**src/rtl/pa_risc_pkg.sv**
```systemverilog
// Shared definitions for the PA-RISC pipeline control logic:
// forwarding select codes, control FSM states and register address width.
package pa_risc_pkg;

    localparam int REG_AW = 5;

    localparam logic [1:0] FWD_RF  = 2'b00;
    localparam logic [1:0] FWD_EX  = 2'b01;
    localparam logic [1:0] FWD_MEM = 2'b10;
    localparam logic [1:0] FWD_WB  = 2'b11;

    typedef enum logic {
        ST_RUN     = 1'b0,
        ST_LUSTALL = 1'b1
    } state_t;

endpackage

```
**src/rtl/fwd_select.sv**
```systemverilog
// Per-operand forwarding matcher: picks the youngest stage writing the
// operand (EX > MEM > WB); GR0 is hardwired zero and never forwarded.
module fwd_select
    import pa_risc_pkg::*;
#(
    parameter int AW = REG_AW
) (
    input  logic [AW-1:0] i_rs,
    input  logic          i_use,
    input  logic [AW-1:0] i_ex_rd,
    input  logic [AW-1:0] i_mem_rd,
    input  logic [AW-1:0] i_wb_rd,
    input  logic          i_ex_le,
    input  logic          i_mem_le,
    input  logic          i_wb_le,
    output logic [1:0]    o_sel,
    output logic          o_ex_hit
);

    logic w_ok;
    logic w_ex;
    logic w_mem;
    logic w_wb;

    assign w_ok  = i_use && (i_rs != '0);
    assign w_ex  = w_ok && i_ex_le  && (i_ex_rd  == i_rs);
    assign w_mem = w_ok && i_mem_le && (i_mem_rd == i_rs);
    assign w_wb  = w_ok && i_wb_le  && (i_wb_rd  == i_rs);

    always_comb begin
        if (w_ex) begin
            o_sel = FWD_EX;
        end else if (w_mem) begin
            o_sel = FWD_MEM;
        end else if (w_wb) begin
            o_sel = FWD_WB;
        end else begin
            o_sel = FWD_RF;
        end
    end

    assign o_ex_hit = w_ex;

endmodule

```
**src/rtl/hazard_branch_ctrl.sv**
```systemverilog
// Pipeline control: operand forwarding, load-use bubble, ID-stage branch
// steering with PA-RISC delay-slot nullification, and debug event counters.
module hazard_branch_ctrl #(
    parameter int REG_AW = pa_risc_pkg::REG_AW,
    parameter int CNT_W  = 16
) (
    input  logic              clk,
    input  logic              reset,
    input  logic [REG_AW-1:0] id_ra,
    input  logic [REG_AW-1:0] id_rb,
    input  logic              id_use_ra,
    input  logic              id_use_rb,
    input  logic [REG_AW-1:0] ex_rd,
    input  logic [REG_AW-1:0] mem_rd,
    input  logic [REG_AW-1:0] wb_rd,
    input  logic              ex_rf_le,
    input  logic              mem_rf_le,
    input  logic              wb_rf_le,
    input  logic              ex_is_load,
    input  logic              id_branch,
    input  logic              id_cond,
    input  logic              id_taken,
    input  logic              id_backward,
    input  logic              id_n,
    input  logic              dmem_wait,
    output logic              pc_le,
    output logic              ifid_le,
    output logic              ifid_clr,
    output logic              cu_nop,
    output logic              ta_sel,
    output logic [1:0]        fwd_a,
    output logic [1:0]        fwd_b,
    output logic [CNT_W-1:0]  stall_cnt,
    output logic [CNT_W-1:0]  null_cnt
);
    import pa_risc_pkg::*;

    state_t             r_state;
    logic [CNT_W-1:0]   r_stall_cnt;
    logic [CNT_W-1:0]   r_null_cnt;
    logic [1:0]         w_fwd_a;
    logic [1:0]         w_fwd_b;
    logic               w_ex_a;
    logic               w_ex_b;
    logic               w_hazard;
    logic               w_taken;
    logic               w_null;

    fwd_select #(.AW(REG_AW)) u_fwd_a (
        .i_rs     (id_ra),
        .i_use    (id_use_ra),
        .i_ex_rd  (ex_rd),
        .i_mem_rd (mem_rd),
        .i_wb_rd  (wb_rd),
        .i_ex_le  (ex_rf_le),
        .i_mem_le (mem_rf_le),
        .i_wb_le  (wb_rf_le),
        .o_sel    (w_fwd_a),
        .o_ex_hit (w_ex_a)
    );

    fwd_select #(.AW(REG_AW)) u_fwd_b (
        .i_rs     (id_rb),
        .i_use    (id_use_rb),
        .i_ex_rd  (ex_rd),
        .i_mem_rd (mem_rd),
        .i_wb_rd  (wb_rd),
        .i_ex_le  (ex_rf_le),
        .i_mem_le (mem_rf_le),
        .i_wb_le  (wb_rf_le),
        .o_sel    (w_fwd_b),
        .o_ex_hit (w_ex_b)
    );

    // In LUSTALL the load has moved to MEM, so no second check is needed.
    assign w_hazard = (r_state == ST_RUN) && ex_is_load && (w_ex_a || w_ex_b);
    assign w_taken  = !id_cond || id_taken;
    assign w_null   = id_n && (!id_cond || (w_taken ^ id_backward));

    always_comb begin
        pc_le    = 1'b1;
        ifid_le  = 1'b1;
        cu_nop   = 1'b0;
        ta_sel   = 1'b0;
        ifid_clr = 1'b0;
        if (reset) begin
            pc_le   = 1'b0;
            ifid_le = 1'b0;
            cu_nop  = 1'b1;
        end else if (dmem_wait) begin
            pc_le   = 1'b0;
            ifid_le = 1'b0;
        end else if (w_hazard) begin
            pc_le   = 1'b0;
            ifid_le = 1'b0;
            cu_nop  = 1'b1;
        end else if (id_branch) begin
            ta_sel   = w_taken;
            ifid_clr = w_null;
        end
    end

    assign fwd_a = reset ? FWD_RF : w_fwd_a;
    assign fwd_b = reset ? FWD_RF : w_fwd_b;

    always_ff @(posedge clk) begin
        if (reset) begin
            r_state     <= ST_RUN;
            r_stall_cnt <= '0;
            r_null_cnt  <= '0;
        end else if (!dmem_wait) begin
            r_state <= w_hazard ? ST_LUSTALL : ST_RUN;
            if (w_hazard) begin
                r_stall_cnt <= r_stall_cnt + CNT_W'(1);
            end
            if (ifid_clr) begin
                r_null_cnt <= r_null_cnt + CNT_W'(1);
            end
        end
    end

    assign stall_cnt = r_stall_cnt;
    assign null_cnt  = r_null_cnt;

endmodule
```
**config.mk**
```make
export PLATFORM = sky130hd
export DESIGN_NAME = hazard_branch_ctrl
export DESIGN_NICKNAME = d
export VERILOG_FILES = /design/src/rtl/pa_risc_pkg.sv /design/src/rtl/fwd_select.sv /design/src/rtl/hazard_branch_ctrl.sv
export SDC_FILE = /design/constraint.sdc
export NUM_CORES = 1
export LEC_CHECK = 0
export ABC_CLOCK_PERIOD_IN_PS = 4350
export CAP_MARGIN = 40
export CORE_UTILIZATION = 35
export CTS_BUF_LIST = sky130_fd_sc_hd__clkbuf_2
export DETAILED_ROUTE_END_ITERATION = 10
export PLACE_DENSITY = 0.67
export SLEW_MARGIN = 40
export SYNTH_ARGS = -nofsm -noshare
export SYNTH_HDL_FRONTEND = slang
export SYNTH_HIERARCHICAL = 1
export SYNTH_SLANG_ARGS = --single-unit
```
**constraint.sdc**
```tcl
create_clock -name clk -period 4.35 [get_ports clk]
set_input_delay 0.6525 -clock clk [delete_from_list [all_inputs] [get_ports clk]]
set_output_delay 0.6525 -clock clk [all_outputs]
set_load 0.01 [all_outputs]
```
Word-level counts from Yosys, hierarchy flattened --
Cells that the tools add are included.
Cells by class: add/subtract/negate cells 2, multiply operators 0, div/mod/pow operators 0, magnitude comparators 0, equal/unequal tests 6, shifts and indexed selects 0, mux-type cells 22, bitwise logic cells 3, reduce and logical (&&, ||, !) cells 25
Operator list (count):
- 16-bit by 1-bit adder with 16-bit output, second input constant | 2
- 5-bit equality test | 6
- 1-bit logical AND | 17
- 2-bit two-way mux | 8
- 1-bit two-way mux | 14
- 5-bit nonzero test | 2
- 2-bit AND reduction | 2
- 1-bit logical OR | 3
- 1-bit inverter | 2
- 1-bit zero test | 1
- 1-bit bitwise XOR | 1
Storage, ports and cells: register bits after elaboration 33, bits in latches 0, bits in writable memories 0, memory bits (read-only) 0, bits of input ports 39, output and inout bits 41, word-level logic and storage cells 61, memories 0

Logic depth before layout (Yosys ltp) --
Gate-level depths: netlist of run 1.
depth after elaboration 10, gate-level depth with buffers 9, gate-level depth less buffers 8

By module --
The synthesis of run 1 kept the hierarchy.
Modules (own cells, without submodules):
- hazard_branch_ctrl | instances 1, cells each 183, area an instance 1580.3 sq um, sequential area each 660.6 sq um
- fwd_select | instances 2, cells each 28, area an instance 219.0 sq um, sequential area each 0.0 sq um

Least setup slack after synthesis of run 1 --
Ideal clock, no wire load.
kind input to output, start point input port id_rb[1], end point output port ta_sel, data arrival time 2.463 ns, data required time 3.697 ns, slack 1.234 ns, stages on the path 7, path buffers 1, cell sequence or4_4 > o21ai_2 > nor3_1 > nor2_1 > o211a_1 > clkbuf_1 > a21boi_0
On the way: cells in the longest elaborated chain, start to end 9, elaborated cells on any way between the ends 10, classes of those cells eq/ne (1); mux (3); reduce/logical (6)
Ends and longest elaborated chain:
- start: declaration | line hazard_branch_ctrl.sv:10 | input logic [REG_AW-1:0] id_rb,
- 5-bit nonzero test | line fwd_select.sv:25 | assign w_ok = i_use && (i_rs != '0);
- 1-bit logical AND | line fwd_select.sv:25
- 1-bit logical AND | line fwd_select.sv:26 | assign w_ex = w_ok && i_ex_le && (i_ex_rd == i_rs);
- 1-bit logical AND * | line fwd_select.sv:26
- named net w_ex_b | line hazard_branch_ctrl.sv:44 | logic w_ex_b;
- 1-bit logical OR * | line hazard_branch_ctrl.sv:76 | assign w_hazard = (r_state == ST_RUN) && ex_is_load && (w_ex_a || w_ex_b);
- 1-bit logical AND * | line hazard_branch_ctrl.sv:76
- 1-bit two-way mux * | line hazard_branch_ctrl.sv:93 | end else if (w_hazard) begin
- 1-bit two-way mux * | line hazard_branch_ctrl.sv:90 | end else if (dmem_wait) begin
- 1-bit two-way mux * | line hazard_branch_ctrl.sv:86 | if (reset) begin
- end: declaration | line hazard_branch_ctrl.sv:30 | output logic ta_sel,
The timed path passes the listed nets; every way through them passes the cells marked *.

Worst setup path in the final report of run 1 --
start point input port id_rb[1], end point output port ifid_clr
On the way: cells in the longest elaborated chain, start to end 9, elaborated cells on any way between the ends 10, classes of those cells eq/ne (1); mux (3); reduce/logical (6)
Ends and longest elaborated chain:
- 5-bit nonzero test | line fwd_select.sv:25
- 1-bit logical AND | line fwd_select.sv:25
- 1-bit logical AND | line fwd_select.sv:26
- 1-bit logical AND * | line fwd_select.sv:26
- named net w_ex_b | line hazard_branch_ctrl.sv:44
- 1-bit logical OR * | line hazard_branch_ctrl.sv:76
- 1-bit logical AND * | line hazard_branch_ctrl.sv:76
- 1-bit two-way mux * | line hazard_branch_ctrl.sv:93
- 1-bit two-way mux * | line hazard_branch_ctrl.sv:90
- 1-bit two-way mux * | line hazard_branch_ctrl.sv:86
- end: declaration | line hazard_branch_ctrl.sv:28 | output logic ifid_clr,
Marks and branches as above.

==> qor.yml, run 1 <==
synth_commonest_cells: "dfxtp_1 (33), nor2_1 (33), xor2_1 (33), xnor2_1 (24), nand2_1 (18)"
switching_share_pct: 27.2
fmax_mhz: 252
drtIter0Drc: 117
dr_total_vias: 1909
arrival_ns: 3.31
path_delay_family: "simple AND/OR/NAND/NOR gates"
critPathLaunchType: "primary input"
seq_power_share_pct: 55.0
synth_edf_count: 0
start_util_pct: 36.4
finClkSkew_ns: 0.0130
crit_fanout: 5
finalPower_mw: 0.552
place.gp.congestion: 0.868
cts.sinks: 33
tns_ns: 0
fin_crit_sh_pct: 91.1
die_area_sq_mm: 0.00607
synth_area_leaders: "dfxtp_1 (33%), xor2_1 (14%), xnor2_1 (10%)"
period_needed_ns: 3.96
wl_um: 5020
synth_top_area_share_pct: 32.7
synth-seq-cells: 33
dpl.hpwl_um: 3890
fp.dieH_um: 77.9
area_growth_pct: 44.1
drc: 0
timing.final.ws_setup_ns: 0.387
avgSynthCellArea_sq_um: 8.44
power_leakage_nw: 1.03
yosysUniqueCellTypes: 35
synth_async_sr_flop_share_pct: 0
pwr-share-comb_pct: 18.9
pwr_density_cell_mw_per_mm2: 190
required_ns: 3.70
postRouteAntennaNets: 0
track_usage_pct: 18.2
vias_per_cell: 4.88
syn-cell-area_sq_mm: 0.00202
crit_chain: "clkdlybuf4s50_1 -> or4_4 -> o21ai_2 -> nor3_1 -> nor2_1 -> o211a_1 -> and3_1 -> clkdlybuf4s50_1"
cts_resized: 0
pwr-share-clk_pct: 26.1
pre_cts_ws_ns: 0.352
fillCellCount: 546
synthFlopType: "dfxtp_1"
cp_common_cell: "clkdlybuf4s50_1"
critPathBufInv: 2
path_class: "in -> out"
grt_max_degree: 39
die_x_um: 77.9
clk_pin_slew_ns: 0.16
cts_setup_buffers: 0
slowest_delay_ns: 0.59
wl_per_cell_um: 12.8
cts_buffers: 5
setup_viol: 0
finalNetCount: 359
antenna_found_initial: 0
grt_pass1_wl_um: 8780
yosysTopAreaCell: "dfxtp_1"
cts_tree: "yes"
io_pins: 80
diodes: 0
postCtsHoldBufs: 0
min_path_type: "reg -> reg"
drv_slew: 0
intPower_mw: 0.402
maxCapViolations: 0
status: "complete, no violations"
cts_buffer_depth: 2
relSlewSlack_pct: 60.1
syn_inst: 239
switching_power_mw: 0.150
dr.pass1.iters: 4
hold_viol_final: 0
end_kind: "output pin"
rsz0062_at_grt: "false"
yosysSeqAreaShare_pct: 32.7
cts.root.buffer_cell: "clkbuf_2"
cpMaxStageDelayCell: "or4_4"
core_area_sq_mm: 0.00554
ctsHtreeMaxLevel: 2
clock_latency_ns: 0.37
num_rows: 27
io_buffer_count: 79
yosysWarnings: 6
syn-num-nets: 280
final_layout_size_suffix_gt1_share_pct: 5.96
ir_drop_mv: 0.134
grt_pass1_vias: 1838
max_slew.worst_pin.slew_ns: 0.593
grt_overflow: 0
==> layout make-up <==
| class | count | area (sq um) | share of cell area (%) |
|---|---|---|---|
| Timing Repair Buffer | 81 | 806 | 27.7 |
| Clock inverter | 2 | 10.0 | 0.344 |
| Multi-Input combinational cell | 194 | 1300 | 44.7 |
| Clock buffer | 6 | 30.0 | 1.03 |
| Tap cell | 72 | 90.1 | 3.10 |
| Inverter | 3 | 11.3 | 0.387 |
| Sequential cell | 33 | 661 | 22.7 |
==> path summary, 6_finish.rpt <==
kind	depth (start not counted)	startpoint	end	slack, ns
setup / recovery	8	id_rb[1]	ifid_clr	0.39
hold / removal	2	r_state	r_state	0.47
setup reg to reg	5	stall_cnt[0]	stall_cnt[12]	2.46
hold reg to reg	2	r_state	r_state	0.47
==> cell usage in the layout, fill, tap and decap left out, types with 6 or more instances in the layout <==
cell type and instances:
a21oi_1 8, nand2_1 18, clkbuf_2 6, clkdlybuf4s50_1 79, xor2_1 33, nand3_1 11, dfxtp_1 33, xnor2_1 24
nand4_1 14, nor2_1 33
==> metrics by stage <==
stage	utilization, %	cells	area, sq um	hold slack (ns)
after floorplan	-	239	2020	0.437
after global placement	51.8	383	2870	0.445
after detailed placement	51.8	383	2870	0.449
after CTS	52.5	391	2910	0.469
after global routing	52.5	391	2910	0.505
final	52.5	391	2910	0.467
==> sequential cells by signal, summed over array words and instances (netlist names) <==
register / cells
null_cnt: 16
stall_cnt: 16
r_state: 1
==> power groups by stage <==
stage                     Clock [mW]  Sequential, mW  Combinational, mW
after floorplan                    0           0.310             0.0429
after global placement             0           0.310              0.104
after detailed placement           0           0.310              0.104
after CTS                      0.151           0.304              0.104
after global routing           0.169           0.304              0.113
final                          0.144           0.304              0.104
==> metal layers <==
layer	share of wire [%]	GRT usage [%]	up-vias
met5	0	0	-
met4	1.5	5.19	0
met3	5.2	4.24	9
met2	46	29.0	51
met1	48	24.6	866
li1	-	-	983
==> worst reg2reg max path, stage by stage, from the launching register on <==
cell and delay [ns]:
dfxtp_1 0.42, ha_1 0.17, or4b_1 0.65, nor4_2 0.35, xnor2_1 0.15, nor2_1 0.05
==> kinds of logic after synthesis <==
kind of cell	count (synthesis)	share of synthesized area, %
mux	3	1.49
fa+ha+maj	2	1.24
buf+inv	12	2.79
xor+xnor	57	24.7
flops	33	32.7
simple gates	112	30.3
compound gates	20	6.70
Power figures use the tool's default switching activity.
==> run 2, diff against run 1 <==
ABC_CLOCK_PERIOD_IN_PS = 4600   (was 4350)
CORE_UTILIZATION = 33   (was 35)
PLACE_DENSITY = not set   (was 0.67)
clock period = 4.6 ns   (was 4.35 ns; I/O delays follow)
==> qor.yml, run 2 (synthesized netlist as in run 1, its figures left out) <==
switching_share_pct: 27.4
switching_power_mw: 0.141
status: "complete, no violations"
postCtsHoldBufs: 0
vias_per_cell: 4.83
cts_setup_buffers: 0
finalNetCount: 359
cts_buffers: 5
period_needed_ns: 4.05
power_leakage_nw: 1.03
clk_pin_slew_ns: 0.17
area_growth_pct: 44.2
cts.sinks: 33
postRouteAntennaNets: 0
place.gp.congestion: 0.805
fin_util_pct: 49.2
drc: 0
critPathLaunchType: "primary input"
intPower_mw: 0.375
grt_pass1_wl_um: 8580
timing.rr.start: "stall_cnt[1]"
max_slew.worst_pin.slew_ns: 0.603
num_rows: 28
setup_viol: 0
die_x_um: 80.2
dr_total_vias: 1902
fp.dieH_um: 80.2
io_pins: 80
cts.root.buffer_cell: "clkbuf_2"
min_path_type: "reg -> reg"
grt_overflow: 0
final_common_cell: "clkdlybuf4s50_1"
dr.pass1.iters: 4
final_layout_size_suffix_gt1_share_pct: 5.33
wl_per_cell_um: 13.1
tns_ns: 0
wl_um: 5160
fin_area_sq_mm: 0.00291
maxCapViolations: 0
pwr-share-comb_pct: 19.1
cts_buffer_depth: 2
fillCellCount: 589
core_area_sq_mm: 0.00592
rsz0062_at_grt: "false"
hp-start: "r_state"
diodes: 0
path_class: "in -> out"
crit_fanout: 5
clock_latency_ns: 0.37
arrival_ns: 3.36
io_buffer_count: 79
layout_common_cells: "clkdlybuf4s50_1 (79), nor2_1 (33), xor2_1 (33), dfxtp_1 (33), xnor2_1 (24)"
drv_slew: 0
rrSetupSlack_ns: 2.73
cp-startpoint: "id_rb[1]"
track_usage_pct: 17.3
ir_drop_mv: 0.117
end_kind: "output pin"
fin_crit_sh_pct: 88.1
relSlewSlack_pct: 59.5
antenna_found_initial: 0
dpl_cell_area_sq_mm: 0.00287
finClkSkew_ns: 0.0211
die_area_sq_mm: 0.00643
pwr_density_cell_mw_per_mm2: 178
drtIter0Drc: 109
cts_resized: 0
fmax_mhz: 247
ctsHtreeMaxLevel: 2
cts_tree: "yes"
dpl.hpwl_um: 3960
required_ns: 3.91
grt_pass1_vias: 1842
seq_power_share_pct: 55.5
start_util_pct: 34.1
grt_max_degree: 39
hold_viol_final: 0
pwr-share-clk_pct: 25.3
-- run 2: area by class of cell --
type / instances / area [sq um] / share of cell area [%]
Inverter: 3 / 11.3 / 0.387
Timing Repair Buffer: 81 / 806 / 27.7
Clock inverter: 3 / 12.5 / 0.430
Multi-Input combinational cell: 194 / 1300 / 44.7
Sequential cell: 33 / 661 / 22.7
Clock buffer: 5 / 25.0 / 0.860
Tap cell: 75 / 93.8 / 3.22
-- run 2: metal layers --
metal | global-route usage, % | up-vias | share of wire [%]
met4 | 5.36 | 0 | 1.6
met3 | 4.77 | 9 | 5.7
met5 | 0 | - | 0
met1 | 22.0 | 865 | 47
met2 | 28.3 | 50 | 45
li1 | - | 978 | -
-- run 2: power by group through the flow --
stage | Sequential, mW | Clock, mW | Combinational [mW]
2_1_floorplan | 0.293 | 0 | 0.0405
3_3_place_gp | 0.293 | 0 | 0.0987
3_5_place_dp | 0.293 | 0 | 0.0982
4_1_cts | 0.287 | 0.140 | 0.0987
5_1_grt | 0.287 | 0.156 | 0.106
6_report | 0.287 | 0.131 | 0.0989
-- run 2: final timing paths --
check                                     end  cells past startpoint
worst max-delay path                 ifid_clr                      8
worst min-delay path                  r_state                      2
worst max register to register  stall_cnt[14]                      5
worst min register to register        r_state                      2
-- run 2: worst max-delay path, cell delays in order --
cell,delay (ns)
clkdlybuf4s50_1,0.51
or4_4,0.59
o21ai_2,0.13
nor3_1,0.09
nor2_1,0.28
o211a_1,0.23
and3_1,0.26
clkdlybuf4s50_1,0.57
-- run 2: stage by stage --
step	std cells	power [mW]	hold WS, ns	worst slack (ns)
2_1_floorplan	239	0.334	0.437	1.41
3_3_place_gp	386	0.392	0.446	0.575
3_5_place_dp	386	0.391	0.449	0.554
4_1_cts	394	0.526	0.471	0.553
5_1_grt	394	0.550	0.504	0.412
6_report	394	0.517	0.467	0.546
